## src/rtl/spart_tx_engine.sv

```systemverilog
// spart_tx_engine: 8N1 serial transmitter with a one-byte holding register
// and a programmable bit-time divisor, mirroring the SPART receive path.
module spart_tx_engine #(
  parameter logic [15:0] DIVISOR_DEFAULT = 16'd2604
) (
  input  logic        clk,
  input  logic        rst,
  input  logic [7:0]  tx_data,
  input  logic        tx_wr,
  input  logic [15:0] div_data,
  input  logic        div_wr,
  output logic        txd,
  output logic        tbr,
  output logic        tx_busy,
  output logic        tx_done,
  output logic        tx_ovr
);

  typedef enum logic [1:0] {IDLE, START, DATA, STOP} state_t;

  state_t      state;
  logic [7:0]  hold;
  logic        hold_v;
  logic [9:0]  frame;
  logic [15:0] div_reg;
  logic [15:0] div_act;
  logic [15:0] cnt;
  logic [3:0]  idx;
  logic        load;

  // The line pin is the LSB of the shift frame, so it always comes straight from a flop.
  assign txd  = frame[0];
  assign tbr  = ~hold_v;
  // A waiting byte moves into the shifter when the line is idle or a stop bit is finishing.
  assign load = hold_v && ((state == IDLE) || ((state == STOP) && (cnt == 16'd0)));

  // Holding register: accept writes only when empty, flag rejected writes one cycle later.
  always_ff @(posedge clk) begin
    if (rst) begin
      hold   <= 8'h00;
      hold_v <= 1'b0;
      tx_ovr <= 1'b0;
    end else begin
      tx_ovr <= tx_wr & hold_v;
      if (tx_wr && !hold_v) begin
        hold   <= tx_data;
        hold_v <= 1'b1;
      end else if (load) begin
        hold_v <= 1'b0;
      end
    end
  end

  // Programmed divisor; 0 and 1 would give degenerate bits, so they become 2.
  always_ff @(posedge clk) begin
    if (rst) begin
      div_reg <= DIVISOR_DEFAULT;
    end else if (div_wr) begin
      div_reg <= (div_data < 16'd2) ? 16'd2 : div_data;
    end
  end

  // Frame sequencer: start, eight data bits, stop, each div_act cycles long.
  always_ff @(posedge clk) begin
    if (rst) begin
      state   <= IDLE;
      frame   <= '1;
      div_act <= DIVISOR_DEFAULT;
      cnt     <= 16'd0;
      idx     <= 4'd0;
      tx_busy <= 1'b0;
      tx_done <= 1'b0;
    end else begin
      tx_done <= 1'b0;
      unique case (state)
        IDLE: begin
          if (load) begin
            state   <= START;
            frame   <= {1'b1, hold, 1'b0};
            div_act <= div_reg;
            cnt     <= div_reg - 16'd1;
            idx     <= 4'd0;
            tx_busy <= 1'b1;
          end
        end
        START: begin
          if (cnt == 16'd0) begin
            state <= DATA;
            idx   <= 4'd0;
            cnt   <= div_act - 16'd1;
            frame <= {1'b1, frame[9:1]};
          end else begin
            cnt <= cnt - 16'd1;
          end
        end
        DATA: begin
          if (cnt == 16'd0) begin
            cnt   <= div_act - 16'd1;
            frame <= {1'b1, frame[9:1]};
            if (idx == 4'd7) begin
              state <= STOP;
            end else begin
              idx <= idx + 4'd1;
            end
          end else begin
            cnt <= cnt - 16'd1;
          end
        end
        STOP: begin
          if (cnt == 16'd0) begin
            if (load) begin
              state   <= START;
              frame   <= {1'b1, hold, 1'b0};
              div_act <= div_reg;
              cnt     <= div_reg - 16'd1;
              idx     <= 4'd0;
            end else begin
              state   <= IDLE;
              tx_busy <= 1'b0;
            end
          end else begin
            if (cnt == 16'd1) begin
              tx_done <= 1'b1;
            end
            cnt <= cnt - 16'd1;
          end
        end
      endcase
    end
  end

endmodule

```

## config.mk

```make
export PLATFORM = sky130hd
export DESIGN_NAME = spart_tx_engine
export DESIGN_NICKNAME = d
export VERILOG_FILES = /design/src/rtl/spart_tx_engine.sv
export SDC_FILE = /design/constraint.sdc
export NUM_CORES = 1
export LEC_CHECK = 0
export BUFFER_PORTS_ARGS = -buffer_cell sky130_fd_sc_hd__buf_2
export CORE_ASPECT_RATIO = 1.2
export CORE_MARGIN = 3
export CORE_UTILIZATION = 55
export DETAILED_ROUTE_END_ITERATION = 8
export PLACE_DENSITY = 0.74
export SLEW_MARGIN = 20
export SYNTH_ARGS = -nofsm -noshare
export SYNTH_HDL_FRONTEND = slang
export SYNTH_SLANG_ARGS = --single-unit
```

## constraint.sdc

```tcl
create_clock -name clk -period 4.1 [get_ports clk]
set_input_delay 0.205 -clock clk [delete_from_list [all_inputs] [get_ports clk]]
set_output_delay 0.205 -clock clk [all_outputs]
set_load 0.01 [all_outputs]
```

==> qor.csv <==
metric,value,unit
status,finished clean,
grt_max_degree,54,
postCtsSetupRepairBufs,0,
hold_violations,0,
diodes,0,
finalClockSkew,0.00962,ns
power,3.10,mW
wl,9270,um
finalNetCount,536,
grt_use_total,22.5,%
period_share,63.7,%
setup_ws,1.49,ns
antenna_found_initial,0,
cp.required,4.31,ns
core,7320,um^2
setup_violations,0,
cts.sinks,75,
placementRows,34,
pre_cts_ws,1.52,ns
cts_resized,0,
cap_violations,0,
avgViaCountPerCell,5.92,
maxSlewViolCount,0,
setup_tns,0,ns
die_x,85.6,um
cp-start-kind,register,
first_iter_violations,251,
utilization,62.2,%
floorplan.io_pins,33,
hold_class,in -> reg,
placed_area,4330,um^2
grt_pass1_vias,3306,
ys_seq_area_share,35.9,%
syn-num-nets,519,
cts_tree,built,
synth_seq_cells,75,
multi_input_area,2480,um^2
io_buffers,32,
fmax,383,MHz
start_util,57.1,%
synth-main-ff-cell,dfxtp_1,
mostFrequentLayoutCells,"dfxtp_1 (75), nor2_1 (54), nand2_1 (43)",
fill_cells,612,
drive_above_1_share,13.5,%
dieArea,8680,um^2
tightest_slew,1.11,ns
synth-warning-count,0,
synth_edf_count,0,
cts_root_buffer,clkbuf_8,
netlist_instances,482,
die_y,101,um
postCtsHoldBufs,0,
ff_latch_area,1500,um^2
via_count,3519,
path_max_fanout,17,
p_per_area,680,nW/um^2
period_minus_slack,2.61,ns
ant_nets,0,
peakVddDrop,0.518,mV
rsz0062_at_grt,no,
arrival,2.82,ns
place.gp.congestion,0.877,
synthToLayoutAreaGrowth,9.01,%
syn_area,4180,um^2
fin_area,4550,um^2
dp_hpwl,6600,um
drt_pre_antenna_iters,5,
final_common_cell,dfxtp_1,
slew_headroom,26.2,%
htree_levels,3,
numCtsBuffers,9,
total_leakage_power,1.80,nW
async_flop_share,0,%
clk_path_buf_depth,2,
avgSynthCellArea,8.67,um^2
grt-ovfl-total,0,
clk_pin_slew,0.08,ns
clk_latency,0.35,ns
grt_pass1_wl,15600,um
yosysUniqueCellTypes,63,
criticalPathCategory,reg -> reg,
endpoint_kind,register,
drc,0,
wire_per_inst,15.6,um
## cells by family after synthesis
logic type               Yosys count  synth area share, %
adder cells (fa/ha/maj)            9                 2.70
flip-flops                        75                 35.9
buffers and inverters             43                 4.73
AO/OA/AOI/OAI                     92                 15.9
AND/OR/NAND/NOR                  190                 24.3
multiplexers                      37                 8.87
XOR/XNOR                          36                 7.55
## synth_stat cells, types with 2 or more instances
cell        n  area share (%)
o21ai_0     5            0.60
and3_1      2            0.30
nor3b_1     3            0.54
nand4b_1    4            0.84
a21oi_1    22             2.6
buf_6       3            0.81
nand3b_1    5            0.90
a21o_1      5            0.90
and4_1      2            0.42
a211o_1     4            0.84
a221oi_2    2            0.72
o22ai_1     5            0.75
nand3_1    15             1.8
inv_1      14             1.3
nor2b_1     5            0.75
mux2i_1    37             8.9
buf_2       5            0.60
a2bb2oi_1   2            0.42
or3_1       2            0.30
clkbuf_1   17             1.5
ha_1        9             2.7
o31ai_1     2            0.36
a31oi_1    10             1.5
nor2_1     54             4.9
or2_2       2            0.30
dfxtp_1    75              36
xor2_1     20             4.2
nor4_4      3             1.5
o21ai_1     5            0.60
o211ai_1    7             1.3
o221ai_1    8             1.7
xnor2_1    16             3.4
nand2_1    43             3.9
or4_1       3            0.54
buf_4       2            0.36
nor4b_1     4            0.84
nor4_1     10             1.5
nor3_1     19             2.3
nand4_1     7             1.0
## critical path, stage by stage (launching register included)
cell      delay [ns]
dfxtp_1         0.42
inv_1           0.09
ha_1            0.26
nor4bb_1        0.18
and4_1          0.29
o21ai_2         0.86
mux2i_1         0.30
nand2_1         0.07
## where the power goes
group          internal [mW]  switching [mW]  leakage, nW  total [mW]
combinational          0.603           0.833         1.08        1.44
sequential             0.854           0.165        0.615        1.02
clock                  0.359           0.282        0.108       0.641
total                   1.82            1.28         1.80        3.10
## stage by stage
step / std cells / hold WS, ns
2_1_floorplan: 482 / 0.334
3_3_place_gp: 578 / 0.435
3_5_place_dp: 578 / 0.441
4_1_cts: 594 / 0.0748
5_1_grt: 594 / 0.0785
6_report: 594 / 0.0871
## path summary, 6_finish.rpt
kind	from	to	slack (ns)	cells after the start
worst min register to register	hold[3]	hold[3]	0.46	2
worst max register to register	cnt[0]	div_act[11]	1.49	7
worst min-delay path	div_data[2]	div_reg[2]	0.09	3
worst max-delay path	cnt[0]	div_act[11]	1.49	7
## layer usage
metal / vias up / wire length (um) / track usage, %
met1: 1639 / 4210 / 28.6
li1: 1779 / - / -
met4: 0 / 159 / 9.99
met2: 85 / 4540 / 37.8
met3: 16 / 365 / 3.25
met5: - / 0 / 0
## cell type report
type                       count  area share [%]
clock buffer                  10            3.02
clock inverter                 6            1.95
inverter                      15            1.24
multi-input combinational    364            54.5
sequential                    75            33.0
tap                           90            2.47
timing repair buffer          34            3.85
Note: power is estimated with default switching activity, not from simulation.
